$ cat config.mk
export PLATFORM = sky130hd
export DESIGN_NAME = pwm_sel_ctrl_flat
export DESIGN_NICKNAME = d
export VERILOG_FILES = /design/src/rtl/pwm_sel_if.sv /design/src/rtl/pwm_sel_ctrl.sv /design/src/flat_wrapper.sv
export SDC_FILE = /design/constraint.sdc
export NUM_CORES = 1
export LEC_CHECK = 0
export CAP_MARGIN = 20
export CORE_MARGIN = 4
export CORE_UTILIZATION = 55
export DETAILED_ROUTE_END_ITERATION = 8
export GPL_ROUTABILITY_DRIVEN = 0
export GPL_TIMING_DRIVEN = 0
export HOLD_SLACK_MARGIN = 0.08
export PLACE_DENSITY = 0.76
export SYNTH_ARGS = -nofsm -noshare
export SYNTH_HDL_FRONTEND = slang
export SYNTH_SLANG_ARGS = --single-unit
export TNS_END_PERCENT = 1
$ cat constraint.sdc
create_clock -name clk -period 4 [get_ports clk]
set_input_delay 0.6 -clock clk [delete_from_list [all_inputs] [get_ports clk]]
set_output_delay 0.6 -clock clk [all_outputs]
set_load 0.01 [all_outputs]
$ cat src/rtl/pwm_sel_if.sv
// Signal bundle between the PWM selector controller and its environment:
// the button/enable inputs, the decoder mask return path and the frame outputs.
interface pwm_sel_if;
  logic       ena;
  logic       btn_up;
  logic       btn_dn;
  logic [4:0] h;
  logic [2:0] s;
  logic [2:0] slot;
  logic       pwm;
  logic       frame_start;
  logic       sel_changed;

  modport master (
    output ena, btn_up, btn_dn, h,
    input  s, slot, pwm, frame_start, sel_changed
  );

  modport slave (
    input  ena, btn_up, btn_dn, h,
    output s, slot, pwm, frame_start, sel_changed
  );
endinterface

$ cat src/rtl/pwm_sel_ctrl.sv
// Debounced up/down duty selector plus a 5-slot PWM frame sequencer.
// The selector is applied only at frame entry, so the waveform never glitches mid-frame.
module pwm_sel_ctrl #(
    parameter int DEB_CYCLES  = 16,
    parameter int SLOT_CYCLES = 4,
    parameter int SEL_MAX     = 4
) (
    input  logic     clk,
    input  logic     rst_n,
    pwm_sel_if.slave bus
);

    localparam int DEB_W  = $clog2(DEB_CYCLES);
    localparam int SLOT_W = (SLOT_CYCLES > 1) ? $clog2(SLOT_CYCLES) : 1;
    localparam logic [DEB_W-1:0]  DEB_LAST  = DEB_W'(DEB_CYCLES - 1);
    localparam logic [SLOT_W-1:0] SLOT_LAST = SLOT_W'(SLOT_CYCLES - 1);
    localparam logic [2:0]        SEL_TOP   = 3'(SEL_MAX);
    localparam logic [2:0]        LAST_SLOT = 3'd4;

    typedef enum logic {IDLE, RUN} state_t;

    // Button index 0 is "up", index 1 is "down".
    logic [1:0]       raw;
    logic [1:0]       sync1;
    logic [1:0]       sync2;
    logic [1:0]       deb;
    logic [1:0]       press;
    logic [DEB_W-1:0] deb_cnt [2];

    state_t            state;
    state_t            state_nxt;
    logic              frame_entry;
    logic              slot_tc;
    logic [SLOT_W-1:0] slot_cnt;
    logic [2:0]        slot;
    logic [2:0]        s;
    logic [2:0]        s_pending;
    logic              frame_start;
    logic              sel_changed;
    logic [7:0]        h_ext;

    assign raw = {bus.btn_dn, bus.btn_up};

    // NOTE: sequential state always uses non-blocking assignments so every flop
    // samples the pre-edge value of its neighbours, independent of block order.
    always_ff @(posedge clk) begin
        if (!rst_n) begin
            sync1 <= '0;
            sync2 <= '0;
        end else begin
            sync1 <= raw;
            sync2 <= sync1;
        end
    end

    always_ff @(posedge clk) begin
        if (!rst_n) begin
            deb <= '0;
            for (int i = 0; i < 2; i++) deb_cnt[i] <= '0;
        end else begin
            for (int i = 0; i < 2; i++) begin
                if (sync2[i] != deb[i]) begin
                    if (deb_cnt[i] == DEB_LAST) begin
                        deb[i]     <= sync2[i];
                        deb_cnt[i] <= '0;
                    end else begin
                        deb_cnt[i] <= deb_cnt[i] + 1'b1;
                    end
                end else begin
                    deb_cnt[i] <= '0;
                end
            end
        end
    end

    // A press is the cycle in which a debounced level is about to flip 0->1.
    always_comb begin
        for (int i = 0; i < 2; i++) begin
            press[i] = sync2[i] && !deb[i] && (deb_cnt[i] == DEB_LAST);
        end
    end

    always_ff @(posedge clk) begin
        if (!rst_n) state <= IDLE;
        else        state <= state_nxt;
    end

    assign slot_tc = (slot_cnt == SLOT_LAST);

    // NOTE: every output of this block gets a default first, so no path can
    // leave a value unassigned and infer a latch.
    always_comb begin
        state_nxt   = state;
        frame_entry = 1'b0;
        unique case (state)
            IDLE: begin
                if (bus.ena) begin
                    state_nxt   = RUN;
                    frame_entry = 1'b1;
                end
            end
            RUN: begin
                if (!bus.ena) begin
                    state_nxt = IDLE;
                end else if (slot_tc && slot == LAST_SLOT) begin
                    frame_entry = 1'b1;
                end
            end
            default: state_nxt = IDLE;
        endcase
    end

    always_ff @(posedge clk) begin
        if (!rst_n) begin
            slot_cnt    <= '0;
            slot        <= '0;
            s           <= '0;
            frame_start <= 1'b0;
            sel_changed <= 1'b0;
        end else begin
            frame_start <= frame_entry;
            sel_changed <= frame_entry && (s_pending != s);
            if (frame_entry) s <= s_pending;

            if (state_nxt == IDLE || frame_entry) begin
                slot_cnt <= '0;
                slot     <= '0;
            end else if (slot_tc) begin
                slot_cnt <= '0;
                slot     <= (slot == LAST_SLOT) ? 3'd0 : slot + 3'd1;
            end else begin
                slot_cnt <= slot_cnt + 1'b1;
            end
        end
    end

    // Simultaneous up and down presses cancel each other.
    always_ff @(posedge clk) begin
        if (!rst_n) begin
            s_pending <= '0;
        end else begin
            unique case (press)
                2'b01:   if (s_pending < SEL_TOP) s_pending <= s_pending + 3'd1;
                2'b10:   if (s_pending != 3'd0)   s_pending <= s_pending - 3'd1;
                default: s_pending <= s_pending;
            endcase
        end
    end

    // Widened so the slot index always lands inside the vector.
    assign h_ext = {3'b000, bus.h};

    assign bus.s           = s;
    assign bus.slot        = slot;
    assign bus.frame_start = frame_start;
    assign bus.sel_changed = sel_changed;
    assign bus.pwm         = (state == RUN) && h_ext[slot];

endmodule

$ cat src/flat_wrapper.sv
// flat-port wrapper written by rule: the top's interface ports become plain ports
module pwm_sel_ctrl_flat 
#(
    parameter int DEB_CYCLES  = 16,
    parameter int SLOT_CYCLES = 4,
    parameter int SEL_MAX     = 4
)
  (clk, rst_n, bus_ena, bus_btn_up, bus_btn_dn, bus_h, bus_s, bus_slot, bus_pwm, bus_frame_start, bus_sel_changed);
  pwm_sel_if bus_i ();
  input  logic clk;
  input  logic rst_n;
  input wire logic [$bits(bus_i.ena)-1:0] bus_ena;
  input wire logic [$bits(bus_i.btn_up)-1:0] bus_btn_up;
  input wire logic [$bits(bus_i.btn_dn)-1:0] bus_btn_dn;
  input wire logic [$bits(bus_i.h)-1:0] bus_h;
  output wire logic [$bits(bus_i.s)-1:0] bus_s;
  output wire logic [$bits(bus_i.slot)-1:0] bus_slot;
  output wire logic [$bits(bus_i.pwm)-1:0] bus_pwm;
  output wire logic [$bits(bus_i.frame_start)-1:0] bus_frame_start;
  output wire logic [$bits(bus_i.sel_changed)-1:0] bus_sel_changed;
  assign bus_i.ena = bus_ena;
  assign bus_i.btn_up = bus_btn_up;
  assign bus_i.btn_dn = bus_btn_dn;
  assign bus_i.h = bus_h;
  assign bus_s = bus_i.s;
  assign bus_slot = bus_i.slot;
  assign bus_pwm = bus_i.pwm;
  assign bus_frame_start = bus_i.frame_start;
  assign bus_sel_changed = bus_i.sel_changed;
  pwm_sel_ctrl #(.DEB_CYCLES(DEB_CYCLES), .SLOT_CYCLES(SLOT_CYCLES), .SEL_MAX(SEL_MAX)) u_core (.clk(clk), .rst_n(rst_n), .bus(bus_i));
endmodule
==> metrics <==
layout cells sized above 1 5.590%; Initial Utilization 59.21%; max frequency 0.3456 GHz; CP Class in -> out; number of flops mapped to enable cells by yosys 8; routed via count 1004; Vias/cell 5.312; Largest delay share family, worst path buffers and inverters; sequential fraction of the synthesis area 47.54%; HPWL after DPL 1.810 mm; vias in the first global route 962; status completed; leading area contributor after synthesis dfxtp_1; pwr dens 319.0 mW/mm^2; worst min-delay path category reg -> reg; fin area 0.001642 mm^2; synthesis-to-finish area growth 21.82%; CTS tree yes; Tmin final 2.894 ns; global route overflow 0; Post-CTS Setup Bufs 0; Arrival @ worst endpoint 2.29 ns; final WL 2.418 mm; ys async rst share 0%; crit start category input port; Die Wd 57.50 um; Ys Warns 0; CP endpoint kind output pin; CTS Hold Bufs 0; most frequent cell after synthesis dfxtp_1; cts bufs inserted 3; share of the synthesized area in the top cell type 29.71%; Routed WL per cell 12.79 um; Starting DRT DRC Count 24; Final Cycle Share 72.34%; fin. max-slew vios 0; CTS Buffer Depth 2; Final Util 72.13%; area of the core 0.002276 mm^2; final antenna-violating net count 0; Synth Register Bits 28; Max Clock Skew 0.01130 ns; final hold vios 0; clk_lat worst skew 0.34 ns; Crit path largest cell delay 0.47 ns; worst-path cell chain clkdlybuf4s50_1 -> mux4_2 -> nor2b_1 -> a41oi_1 -> nor2b_1 -> clkdlybuf4s50_1; final layout net count 180; first-pass GRT wire length 3.926 mm; total power draw 523.7 uW; crit path max fanout 1; post-CTS sizing 0; leakage 0.0006284 uW; largest net degree at the start of global routing 17; Root Driver clkbuf_4; die height 57.50 um; # port buffers 18; Netlist cell types 38; ys flop type dfxtp_1; DRC viols 0; CTS HTree Levels 1; initial antenna violation count 0; Data required, critical path 3.40 ns; # diodes 0; Synth area leaders dfxtp_1, edfxtp_1, ha_1; I/O Pins 19; Syn Inst Count 132; # clock sinks 28; CP Buf/Inv Count 2; Post-DP Area 0.001589 mm^2; Worst VDD drop 302.2 uV; Synth Area per Inst 10.21 um^2; row count 17; Syn Std Cell Area 0.001348 mm^2; final setup fails 0; final setup TNS 0 ns; die area 0.003306 mm^2; RSZ-0062 raised after global routing no; number of iterations in the first detailed-routing pass 4; most frequent cells after synthesis dfxtp_1, nor2_1, inv_1; slowest CP cell clkdlybuf4s50_1; clk slew on worst S/H paths 0.16 ns; Max-Cap Viols 0; Global Route Usage Sum 15.14%
[report_power, final]
| part | switching (uW) | internal [uW] | total, uW |
|---|---|---|---|
| clock | 86.8 | 101 | 188 |
| sequential | 4.87 | 299 | 303 |
| combinational | 13.8 | 18.2 | 32.0 |
[cells by family (layout without fill, tap and decap cells)]
kind of cell,after synthesis,count (layout),share of synthesized area [%]
mux,4,4,3.900
xor+xnor,9,9,5.850
other cells,1,8,0.2783
compound gates,18,18,9.287
fa+ha+maj,8,8,7.985
flops,28,28,47.54
simple gates,50,50,20.71
buf+inv,14,36,4.457
[final timing paths]
check / to / slack, ns / depth (start not counted) / start
min: u_core.slot_cnt[0] / 0.46 / 1 / u_core.slot_cnt[0]
max: bus_pwm / 1.11 / 6 / bus_h[1]
min reg2reg: u_core.slot_cnt[0] / 0.46 / 1 / u_core.slot_cnt[0]
max reg2reg: u_core.s_pending[1] / 1.89 / 9 / u_core.deb_cnt[1][0]
[stage by stage]
step / instances / setup slack (ns) / hold slack, ns
finish: 189 / 1.106 / 0.4601
global route: 189 / 1.057 / 0.4730
CTS: 189 / 1.103 / 0.4562
detailed placement: 185 / 1.104 / 0.4294
global placement: 185 / 1.121 / 0.4145
floorplan: 139 / 1.989 / 0.4043
[layout by cell type (no fill, tap or decap), types with 4 or more instances in the layout]
master and count:
and2_1 5, edfxtp_1 8, nand3_1 9, conb_1 8, inv_1 10, xor2_1 6, clkdlybuf4s50_1 18, nor3_1 4
dfxtp_1 20, nor2_1 14, nor2b_1 4, a21oi_1 5, ha_1 7, nand2_1 5
[state kept, by name (all words and copies together), names as in the netlist]
signal	cells
u_core.deb_cnt	8
u_core.bus.frame_start	1
u_core.slot_cnt	2
u_core.bus.sel_changed	1
u_core.sync1	2
u_core.state	1
u_core.bus.s	3
u_core.bus.slot	3
u_core.sync2	2
u_core.deb	2
u_core.s_pending	3
[layer usage]
layer / part of all wire, % / track usage [%] / routed length, um / up-vias
met4: 1.9 / 6.623 / 45 / 0
met2: 49 / 26.45 / 1185 / 16
met5: 0 / 0 / 0 / -
met1: 46 / 18.27 / 1103 / 479
met3: 3.5 / 2.262 / 84 / 5
li1: - / - / - / 504
[layout make-up]
class	count	area (um^2)
tap	28	35.03
clock inverter	1	30.03
inverter	10	37.54
buffer	4	22.52
multi-input combinational	97	673.1
clock buffer	3	22.52
sequential	28	640.6
timing repair buffer	18	180.2
fill	171	634.4
Power figures use the tool's default switching activity.
